==> src/rtl/fp_pkg.sv <==
// Shared types and constants for the floating-point adder back end.
package fp_pkg;

   localparam int EXP_W = 8;
   localparam int MAN_W = 23;

   localparam logic [31:0] FP_POS_INF = 32'h7F800000;
   localparam logic [7:0]  EXP_MAX    = 8'hFF;

   // Normalised but not yet rounded result carried from S1 to S2
   typedef struct packed {
      logic [MAN_W:0] mant;
      logic [EXP_W:0] exp9;
      logic           r;
      logic           s;
      logic           special_inf;
      logic           zero;
   } s1_payload_t;

endpackage

==> src/rtl/fp_round_rne.sv <==
// Round-to-nearest-even on a normalised significand, with exponent
// bump on mantissa carry-out and overflow detection.
module fp_round_rne (
   input  logic [fp_pkg::MAN_W:0]   mant,
   input  logic [fp_pkg::EXP_W:0]   exp9,
   input  logic                     r,
   input  logic                     s,
   output logic [fp_pkg::MAN_W-1:0] frac,
   output logic [fp_pkg::EXP_W-1:0] exp,
   output logic                     overflow
);
   import fp_pkg::*;

   logic           round_up;
   logic [EXP_W:0] exp_r;

   // Round up on more-than-half, or exactly half with an odd lsb; an all-ones
   // significand wraps to 1.000... and pushes the exponent up by one
   always_comb begin
      round_up = r & (s | mant[0]);
      frac     = mant[MAN_W-1:0];
      exp_r    = exp9;
      if (round_up && (&mant)) begin
         frac  = '0;
         exp_r = exp9 + 1'b1;
      end else begin
         frac  = mant[MAN_W-1:0] + MAN_W'(round_up);
      end
      exp      = exp_r[EXP_W-1:0];
      overflow = (exp_r >= {1'b0, EXP_MAX});
   end

endmodule

==> src/rtl/fp_add_norm_round.sv <==
// Normalise / round-to-nearest-even / pack stage of the positive-only
// single-precision adder. Two-entry valid/ready pipeline (S1 normalise,
// S2 round and pack into the output register).
// Optional macro FP_NORM_STATUS_EN adds sticky overflow/inexact flags.
module fp_add_norm_round #(
   parameter int EXP_W = fp_pkg::EXP_W,
   parameter int MAN_W = fp_pkg::MAN_W
) (
   input  logic                   clk,
   input  logic                   rst_n,
   input  logic                   in_valid,
   output logic                   in_ready,
   input  logic [EXP_W-1:0]       in_exp,
   input  logic [MAN_W:0]         in_sum,
   input  logic                   in_cout,
   input  logic                   in_guard,
   input  logic                   in_sticky,
   output logic                   out_valid,
   input  logic                   out_ready,
   output logic [EXP_W+MAN_W:0]   out_data
`ifdef FP_NORM_STATUS_EN
   ,
   input  logic                   status_clr,
   output logic [1:0]             status_flags
`endif
);
   import fp_pkg::*;

   s1_payload_t             s1_next;
   s1_payload_t             s1_q;
   logic                    s1_valid;
   logic                    s1_en;
   logic                    s2_en;
   logic [MAN_W-1:0]        rnd_frac;
   logic [EXP_W-1:0]        rnd_exp;
   logic                    rnd_ovf;
   logic [EXP_W+MAN_W:0]    packed_res;
   logic                    packed_ovf;

   // A stage may load when it is empty or its contents leave this cycle
   always_comb begin
      s2_en    = !out_valid || out_ready;
      s1_en    = !s1_valid || s2_en;
      in_ready = rst_n && s1_en;
   end

   // S1: fold the adder carry-out back into a 24-bit significand
   always_comb begin
      s1_next = '0;
      if (in_cout) begin
         s1_next.mant = {1'b1, in_sum[MAN_W:1]};
         s1_next.r    = in_sum[0];
         s1_next.s    = in_guard | in_sticky;
         s1_next.exp9 = {1'b0, in_exp} + 1'b1;
      end else begin
         s1_next.mant = in_sum;
         s1_next.r    = in_guard;
         s1_next.s    = in_sticky;
         s1_next.exp9 = {1'b0, in_exp};
      end
      s1_next.special_inf = (in_exp == EXP_MAX);
      s1_next.zero        = (in_exp == '0) && (in_sum == '0) && !in_cout;
   end

   // S1 register: holds its entry until S2 can take it
   always_ff @(posedge clk) begin
      if (!rst_n) begin
         s1_valid <= 1'b0;
         s1_q     <= '0;
      end else if (s1_en) begin
         s1_valid <= in_valid;
         if (in_valid) begin
            s1_q <= s1_next;
         end
      end
   end

   fp_round_rne u_round (
      .mant     (s1_q.mant),
      .exp9     (s1_q.exp9),
      .r        (s1_q.r),
      .s        (s1_q.s),
      .frac     (rnd_frac),
      .exp      (rnd_exp),
      .overflow (rnd_ovf)
   );

   // S2 pack: infinity input beats rounding overflow, which beats zero
   always_comb begin
      packed_res = {1'b0, rnd_exp, rnd_frac};
      packed_ovf = 1'b0;
      if (s1_q.special_inf) begin
         packed_res = FP_POS_INF;
      end else if (rnd_ovf) begin
         packed_res = FP_POS_INF;
         packed_ovf = 1'b1;
      end else if (s1_q.zero) begin
         packed_res = '0;
      end
   end

   // S2 / output register: frozen while the consumer stalls
   always_ff @(posedge clk) begin
      if (!rst_n) begin
         out_valid <= 1'b0;
         out_data  <= '0;
      end else if (s2_en) begin
         out_valid <= s1_valid;
         if (s1_valid) begin
            out_data <= packed_res;
         end
      end
   end

`ifdef FP_NORM_STATUS_EN
   logic       out_ovf;
   logic       out_inexact;
   logic [1:0] flags_q;

   // Per-result status bits travel alongside out_data
   always_ff @(posedge clk) begin
      if (!rst_n) begin
         out_ovf     <= 1'b0;
         out_inexact <= 1'b0;
      end else if (s2_en && s1_valid) begin
         out_ovf     <= packed_ovf;
         out_inexact <= s1_q.r | s1_q.s;
      end
   end

   // Sticky flags: a handshaking result sets them, and a set beats a clear
   always_ff @(posedge clk) begin
      if (!rst_n) begin
         flags_q <= 2'b00;
      end else begin
         flags_q <= (status_clr ? 2'b00 : flags_q)
                  | ((out_valid && out_ready) ? {out_ovf, out_inexact} : 2'b00);
      end
   end

   assign status_flags = flags_q;
`else
   // Overflow is only reported through the optional status flags
   logic unused_ovf;
   assign unused_ovf = packed_ovf;
`endif

endmodule

==> config.mk <==
export PLATFORM = sky130hd
export DESIGN_NAME = fp_add_norm_round
export DESIGN_NICKNAME = d
export VERILOG_FILES = /design/src/rtl/fp_pkg.sv /design/src/rtl/fp_round_rne.sv /design/src/rtl/fp_add_norm_round.sv
export SDC_FILE = /design/constraint.sdc
export NUM_CORES = 1
export LEC_CHECK = 0
export BUFFER_PORTS_ARGS = -buffer_cell sky130_fd_sc_hd__buf_2
export CORE_MARGIN = 3
export CORE_UTILIZATION = 45
export CTS_CLUSTER_DIAMETER = 50
export CTS_CLUSTER_SIZE = 20
export DETAILED_ROUTE_END_ITERATION = 6
export GPL_ROUTABILITY_DRIVEN = 0
export PLACE_DENSITY_LB_ADDON = 0.1
export SYNTH_ARGS = -nofsm -noshare
export SYNTH_HDL_FRONTEND = slang
export SYNTH_HIERARCHICAL = 1
export SYNTH_SLANG_ARGS = --single-unit
==> constraint.sdc <==
create_clock -name clk -period 8.9 [get_ports clk]
set_clock_uncertainty 0.15 [all_clocks]
set_input_delay 0.89 -clock clk [delete_from_list [all_inputs] [get_ports clk]]
set_output_delay 0.89 -clock clk [all_outputs]
set_load 0.01 [all_outputs]
==> run_results.csv, run 1 <==
group,metric,value,unit
global_routing,grt_pass1_vias,2960,
yosys,synth_edf_count,0,
power,switching_power,197,uW
finish,insertedDiodeCount,0,
floorplan,pin_count,73,
job,drv_cap,0,
yosys,async_flop_share,0,%
cts,clock_path_buffers,2,
yosys,synth-seq-cells,70,
power,power_density,149,nW/um^2
placed_design,port_buffers,71,
yosys,synth_cell_types,48,
floorplan,die_area,10300,sq um
cts,hold_buffers,0,
power,ir_drop,0.0723,mV
worst_hold_path,hold-path-endpoint,"s1_q[12]",
timing,final.setup.tns,0,ns
yosys,synth_cells,446,
yosys,synth_ff_type,"dfxtp_1",
finish,stdcell_area,4580,sq um
floorplan,coreArea,8810,sq um
worst_hold_path,hold_depth,2,
cts,post_cts_buffers,0,
global_routing,grt_util_all_layers,18.3,%
power,p_sw_share,28.9,%
power,p_leak,0.00187,uW
finish,layout_common_cells,"nor2_1, buf_2, dfxtp_1, a211oi_2, mux2i_1",
power,combPwrFrac,16.6,%
detailed_routing,drt-total-wl,9270,um
floorplan,start_util,46.7,%
timing,grt_setup_unrepaired,"no",
power,clkPwrFrac,31.4,%
critical_path,path_class,"reg -> reg",
global_routing,antenna_found_initial,0,
detailed_routing,via_count,3330,
detailed_routing,ant_nets,0,
timing,slew_headroom,45.0,%
detailed_routing,routedWlPerCell,15.1,um
timing,maxSlewViolCount,0,
worst_hold_path,hp-class,"reg -> reg",
yosys,avgSynthCellArea,9.22,sq um
global_routing,grt_pass1_wl,15000,um
critical_path,reg2reg_depth,10,
detailed_routing,drc_errors,0,
floorplan,dieHeight,102,um
yosys,synth_nets,490,
timing,hold_viol,0,
placed_design,hpwl,6890,um
finish,area_growth,11.4,%
cts,cts_made_buffers,9,
global_routing,overflow,0,
floorplan,fp.dieW,102,um
yosys,yosysSeqAreaShare,34.1,%
cts,cts_htree_levels,3,
critical_path,worstPathMaxFanout,23,
finish,nFillCells,845,
timing,worst_pin_slew,0.826,ns
power,pwr-share-seq,52.0,%
critical_path,required,9.00,ns
cts,cts.sinks,70,
critical_path,r2r_setup_slack,5.52,ns
yosys,synth_area,4110,sq um
cts,ctsResizeCount,0,
cts,path_clk_slew,0.07,ns
critical_path,r2r-start,"s1_q[15]",
finish,layout_commonest_cell,"nor2_1",
finish,fin_nets,546,
detailed_routing,dr.pass1.iters,4,
cts,clockRootBuffer,"clkbuf_8",
critical_path,cp.arrival,3.48,ns
global_routing,grt_start_max_net_pins,70,
cts,clk_latency,0.33,ns
detailed_routing,drtIter0Drc,159,
timing,fmax,296,MHz
critical_path,rr_endpoint,"out_data[2]",
placed_design,dpl_cell_area,4430,sq um
cts,cts_tree,"yes",
critical_path,critical_path.startpoint_type,"flip-flop",
power,p_int,485,uW
worst_hold_path,worstHoldStart,"s1_q[12]",
timing,finalCritPeriodShare,37.9,%
floorplan,placementRows,34,
timing,finalSetupViolCount,0,
critical_path,endpoint_kind,"flip-flop",
detailed_routing,viasPerCell,5.43,
timing,min_period,3.38,ns
finish,drive_gt1_share,29.7,%
yosys,ys_warn_count,6,
run_status,status,"finished, final reports clean",
-- final cells by class --
type                            instances  area [sq um]  area share, %
Sequential cell                        70          1400           30.6
Multi-Input combinational cell        336          2470           53.9
Clock inverter                          2          10.0          0.218
Tap cell                              108           135           2.95
Clock buffer                           12           145           3.17
Inverter                               11          41.3          0.901
Timing Repair Buffer                   74           378           8.24
-- cell usage after synthesis (2+ instances only) --
cell | instances | share of area (%)
o21ai_0 | 8 | 0.97
nor2_1 | 81 | 7.4
xor2_1 | 21 | 4.5
buf_2 | 10 | 1.2
xnor2_1 | 12 | 2.6
a22oi_1 | 3 | 0.55
buf_12 | 2 | 0.97
nor3_1 | 2 | 0.24
inv_1 | 11 | 1.0
nand3_1 | 13 | 1.6
nor4_1 | 8 | 1.2
a211oi_2 | 29 | 8.8
o41ai_2 | 2 | 0.79
mux2i_1 | 25 | 6.1
dfxtp_1 | 70 | 34
a21oi_1 | 10 | 1.2
a22oi_2 | 18 | 5.5
nand4_1 | 19 | 2.9
buf_4 | 2 | 0.36
nor2b_1 | 10 | 1.5
nor2_2 | 3 | 0.46
and3_1 | 5 | 0.76
nand2_1 | 22 | 2.0
o221a_1 | 8 | 2.2
clkbuf_1 | 6 | 0.55
buf_6 | 5 | 1.4
buf_1 | 4 | 0.36
ha_1 | 5 | 1.5
or4_1 | 3 | 0.55
and4_1 | 3 | 0.64
a22oi_4 | 2 | 1.0
or3_1 | 7 | 1.1
a211oi_1 | 2 | 0.36
-- state kept, by name, summed over array words and instances (netlist names) --
register   count
s1_q          37
s1_valid       1
out_valid      1
out_data      31
-- how the worst max path moves through the flow --
stage          startpoint  cells after the start  slack (ns)      endpoint
5_1_grt          s1_q[15]                     11        5.34   out_data[0]
4_1_cts          s1_q[15]                     10        5.54   out_data[0]
3_5_place_dp     s1_q[15]                     10        5.56   out_data[0]
2_1_floorplan    s1_q[15]                     11        5.94  out_data[13]
3_3_place_gp     s1_q[15]                     10        5.62   out_data[0]
6_report         s1_q[15]                     10        5.52   out_data[2]
-- power groups by stage --
stage               Sequential (uW)  Clock, uW  Combinational [uW]
global route                    358        235                 125
CTS                             354        220                 114
floorplan                       358          0                84.4
detailed placement              362          0                 114
global placement                361          0                 113
finish                          355        215                 113
-- kinds of logic after synthesis --
kind of cell	synth area share (%)
buffers and inverters	5.84
adders and majority gates	1.52
xor gates and xnor gates	7.03
muxes	6.36
DFF	34.1
and+or+nand+nor	22.7
other	0.0912
AOI/OAI and AO/OA	22.4
-- stage by stage --
stage	total power (uW)	hold WS [ns]	setup WS (ns)	util [%]	cells
floorplan	442	0.294	5.94	-	446
global placement	474	0.317	5.62	50.3	599
detailed placement	475	0.322	5.56	50.3	599
CTS	689	0.332	5.54	52.0	613
global route	718	0.382	5.34	52.0	613
finish	682	0.332	5.52	52.0	613
-- layer usage --
| layer | track usage [%] | part of all wire (%) | wire, um | vias to the layer above |
|---|---|---|---|---|
| li1 | - | - | - | 1726 |
| met1 | 29.0 | 53 | 4910 | 1526 |
| met2 | 25.0 | 41 | 3840 | 76 |
| met3 | 3.17 | 5.3 | 488 | 2 |
| met4 | 5.21 | 0.39 | 36 | 0 |
| met5 | 0 | 0 | 0 | - |
-- critical path, cell delays in order, from the launching register on --
cell and delay, ns:
dfxtp_1 0.43, nand4_1 0.17, or4_1 0.57, or3_1 0.41, or3_1 0.37, xor2_1 0.17
o41ai_2 0.10, nor2_2 0.16, and4bb_4 0.55, a22oi_1 0.12, nor2_1 0.11
Note: power is estimated with default switching activity, not from simulation.
==> run 2: changes to the inputs <==
ABC_AREA = 1   (was unset)
clock period = 3.1 ns   (was 8.9 ns; I/O delays follow)
==> run 2 against run 1 <==
Against the previous run:
- cell count increased by 30%
- via count increased by 25%
- global-route usage increased by 1.9 points
- final area increased by 3.1%
- sequential cell count unchanged
- register-to-register slack got worse by 5.1 ns
- hold slack got worse by 0.24 ns
- critical path depth increased by 5
- worst setup slack got worse by 5.1 ns
- wire length increased by 11%
- maximum frequency increased by 26%
- non-clock buffer count increased by 2
- critical path type unchanged
- largest cell class unchanged
==> run_results.csv, run 2 <==
group,metric,value,unit
placed_design,port_buffers,71,
yosys,ys_warn_count,6,
finish,top_register,"s1_q",
timing,hold_viol,0,
critical_path,critical_path.startpoint_type,"flip-flop",
finish,final_util,53.4,%
detailed_routing,drt-total-wl,10300,um
yosys,synth_cell_types,35,
critical_path,path_cells,"nand2_1, nor2_4, nand3_2, nor2_4, nand2_2, nand2_1, nand2_1, nand2_1, nor2_1, nand2_1, nand2_1, nor2_1, buf_4, nand3_1, a21oi_1",
yosys,synth.most_common_cell,"nand2_1",
finish,layout_commonest_cell,"nand2_1",
job,drv_cap,0,
critical_path,cp.arrival,2.80,ns
critical_path,cp-endpoint,"out_data[0]",
yosys,synth_top_family_by_area,"simple AND/OR/NAND/NOR gates",
critical_path,required,3.23,ns
cts,cts.sinks,70,
global_routing,antenna_found_initial,0,
global_routing,grt_pass1_wl,16900,um
finish,layout_common_cells,"nand2_1, nand3_1, buf_2, dfxtp_1, nor2_1",
power,p_int,1510,uW
cts,cts_made_buffers,9,
timing,maxSlewViolCount,0,
cts,clock_path_buffers,2,
cts,clockRootBuffer,"clkbuf_8",
floorplan,fp.dieW,102,um
yosys,yosysSeqAreaShare,33.7,%
floorplan,placementRows,34,
worst_hold_path,hp-class,"in -> reg",
global_routing,grt_pass1_vias,3583,
detailed_routing,drc_errors,0,
critical_path,critPathTopFamily,"simple AND/OR/NAND/NOR gates",
power,clkPwrFrac,35.0,%
yosys,synth.mux.area_fraction,0,%
critical_path,critical_path.slowest_cell,"dfxtp_1",
finish,largest_reg_flops,37,
yosys,synth_area,4160,sq um
critical_path,worst_path_largest_cell_delay,0.42,ns
yosys,synth_compound_area_share,19.6,%
yosys,synthTopCellsByCount,"nand2_1, nand3_1, dfxtp_1, nor2_1, inv_1",
detailed_routing,routedWlPerCell,12.8,um
critical_path,path_buf_inv,1,
global_routing,grt_start_max_net_pins,63,
timing,min_period,2.68,ns
yosys,synth_top_area_share,33.7,%
critical_path,worstPathMaxFanout,31,
cts,path_clk_slew,0.07,ns
detailed_routing,dr.pass1.iters,6,
timing,final.setup.tns,0,ns
finish,area_growth,13.6,%
power,p_sw_share,28.1,%
critical_path,r2r_setup_slack,0.42,ns
power,pwr-share-seq,48.7,%
cts,cts_tree,"yes",
timing,finalSetupViolCount,0,
yosys,synth_nets,676,
critical_path,endpoint_kind,"flip-flop",
floorplan,pin_count,73,
critical_path,r2r-start,"s1_q[31]",
detailed_routing,via_count,4172,
timing,grt_setup_unrepaired,"no",
floorplan,start_util,47.0,%
yosys,synth_ff_type,"dfxtp_1",
critical_path,cp-startpoint,"s1_q[31]",
finish,insertedDiodeCount,0,
yosys,avgSynthCellArea,6.58,sq um
critical_path,rr_endpoint,"out_data[0]",
yosys,synth_fa_ha_area_share,1.50,%
floorplan,coreArea,8850,sq um
critical_path,critical_path_depth,15,
yosys,yosys.area.top_type,"dfxtp_1",
critical_path,crit_path_frequent_cell,"nand2_1",
worst_hold_path,worstHoldStart,"in_sticky",
yosys,synth_edf_count,0,
critical_path,path_class,"reg -> reg",
power,ir_drop,0.170,mV
timing,fmax,374,MHz
floorplan,die_area,10400,sq um
power,switching_power,590,uW
finish,fin_nets,730,
detailed_routing,ant_nets,0,
timing,finalCritPeriodShare,86.3,%
finish,drive_gt1_share,16.5,%
yosys,synth-xor-area-share,0.632,%
run_status,status,"finished, final reports clean",
detailed_routing,viasPerCell,5.22,
yosys,yosys-top-cells-area,"dfxtp_1, nand2_1, nand3_1",
power,p_leak,0.00234,uW
global_routing,overflow,0,
cts,cts_htree_levels,3,
detailed_routing,drtIter0Drc,274,
power,power_density,445,nW/um^2
yosys,synth-simple-area-share,34.8,%
cts,hold_buffers,0,
yosys,synth_cells,632,
yosys,async_flop_share,0,%
critical_path,reg2reg_depth,15,
placed_design,hpwl,7600,um
cts,clk_latency,0.34,ns
timing,worst_pin_slew,0.879,ns
yosys,synth-seq-cells,70,
finish,reg_top3,"s1_q (37), out_data (31)",
timing,slew_headroom,41.3,%
global_routing,grt_util_all_layers,20.2,%
power,combPwrFrac,16.3,%
floorplan,dieHeight,102,um
-- run 2: how the worst min path moves through the flow --
stage           endpoint  cells after the start
3_5_place_dp    s1_q[12]                      2
3_3_place_gp    s1_q[12]                      2
4_1_cts          s1_q[2]                      3
5_1_grt        out_valid                      4
6_report         s1_q[2]                      3
2_1_floorplan   s1_q[12]                      2
-- run 2: kinds of logic after synthesis --
group                    count (synthesis)
AND/OR/NAND/NOR                        329
AO/OA/AOI/OAI                          134
buffers and inverters                   90
flip-flops                              70
adder cells (fa/ha/maj)                  5
XOR/XNOR                                 3
other                                    1
-- run 2: area by class of cell --
class                           count  area [sq um]
Clock inverter                      4          45.0
Sequential cell                    70          1400
Tap cell                          108           135
Multi-Input combinational cell    472          2370
Timing Repair Buffer               76           405
Clock buffer                       12           155
Inverter                           57           214
Fill cell                         926          4120
-- run 2: routing by layer --
layer	share of wire (%)	GRT usage (%)	up-vias	wire, um
li1	-	-	2207	-
met5	0	0	-	0
met1	53	31.1	1821	5490
met3	5.7	2.94	13	580
met4	1.4	7.47	0	146
met2	39	28.1	131	4050
-- run 2: timing repair --
action	in CTS	in global routing
setup buffers	0	0
gates resized for setup	0	3
setup endpoints to repair	0	1
-- run 2: per-stage QoR --
stage / hold slack (ns) / cell area [sq um] / power, uW / worst slack, ns / instances
detailed placement: 0.318 / 4520 / 1380 / 0.343 / 783
finish: 0.0962 / 4730 / 2100 / 0.425 / 799
floorplan: 0.307 / 4160 / 1270 / 0.663 / 632
global placement: 0.321 / 4520 / 1380 / 0.428 / 783
CTS: 0.0903 / 4720 / 2120 / 0.318 / 799
global route: 0.118 / 4730 / 2210 / 0.0853 / 799
-- run 2: worst reg2reg max path: stages (launching register included) --
cell	delay, ns
dfxtp_1	0.42
nand2_1	0.16
nor2_4	0.20
nand3_2	0.12
nor2_4	0.27
nand2_2	0.20
nand2_1	0.10
nand2_1	0.08
nand2_1	0.07
nor2_1	0.04
nand2_1	0.05
nand2_1	0.04
nor2_1	0.08
buf_4	0.30
nand3_1	0.13
a21oi_1	0.20
-- run 2: power groups by stage --
stage / Clock [uW] / Sequential (uW) / Combinational, uW
finish: 737 / 1020 / 342
global route: 784 / 1030 / 393
CTS: 754 / 1020 / 342
detailed placement: 0 / 1040 / 341
global placement: 0 / 1040 / 335
floorplan: 0 / 1040 / 224
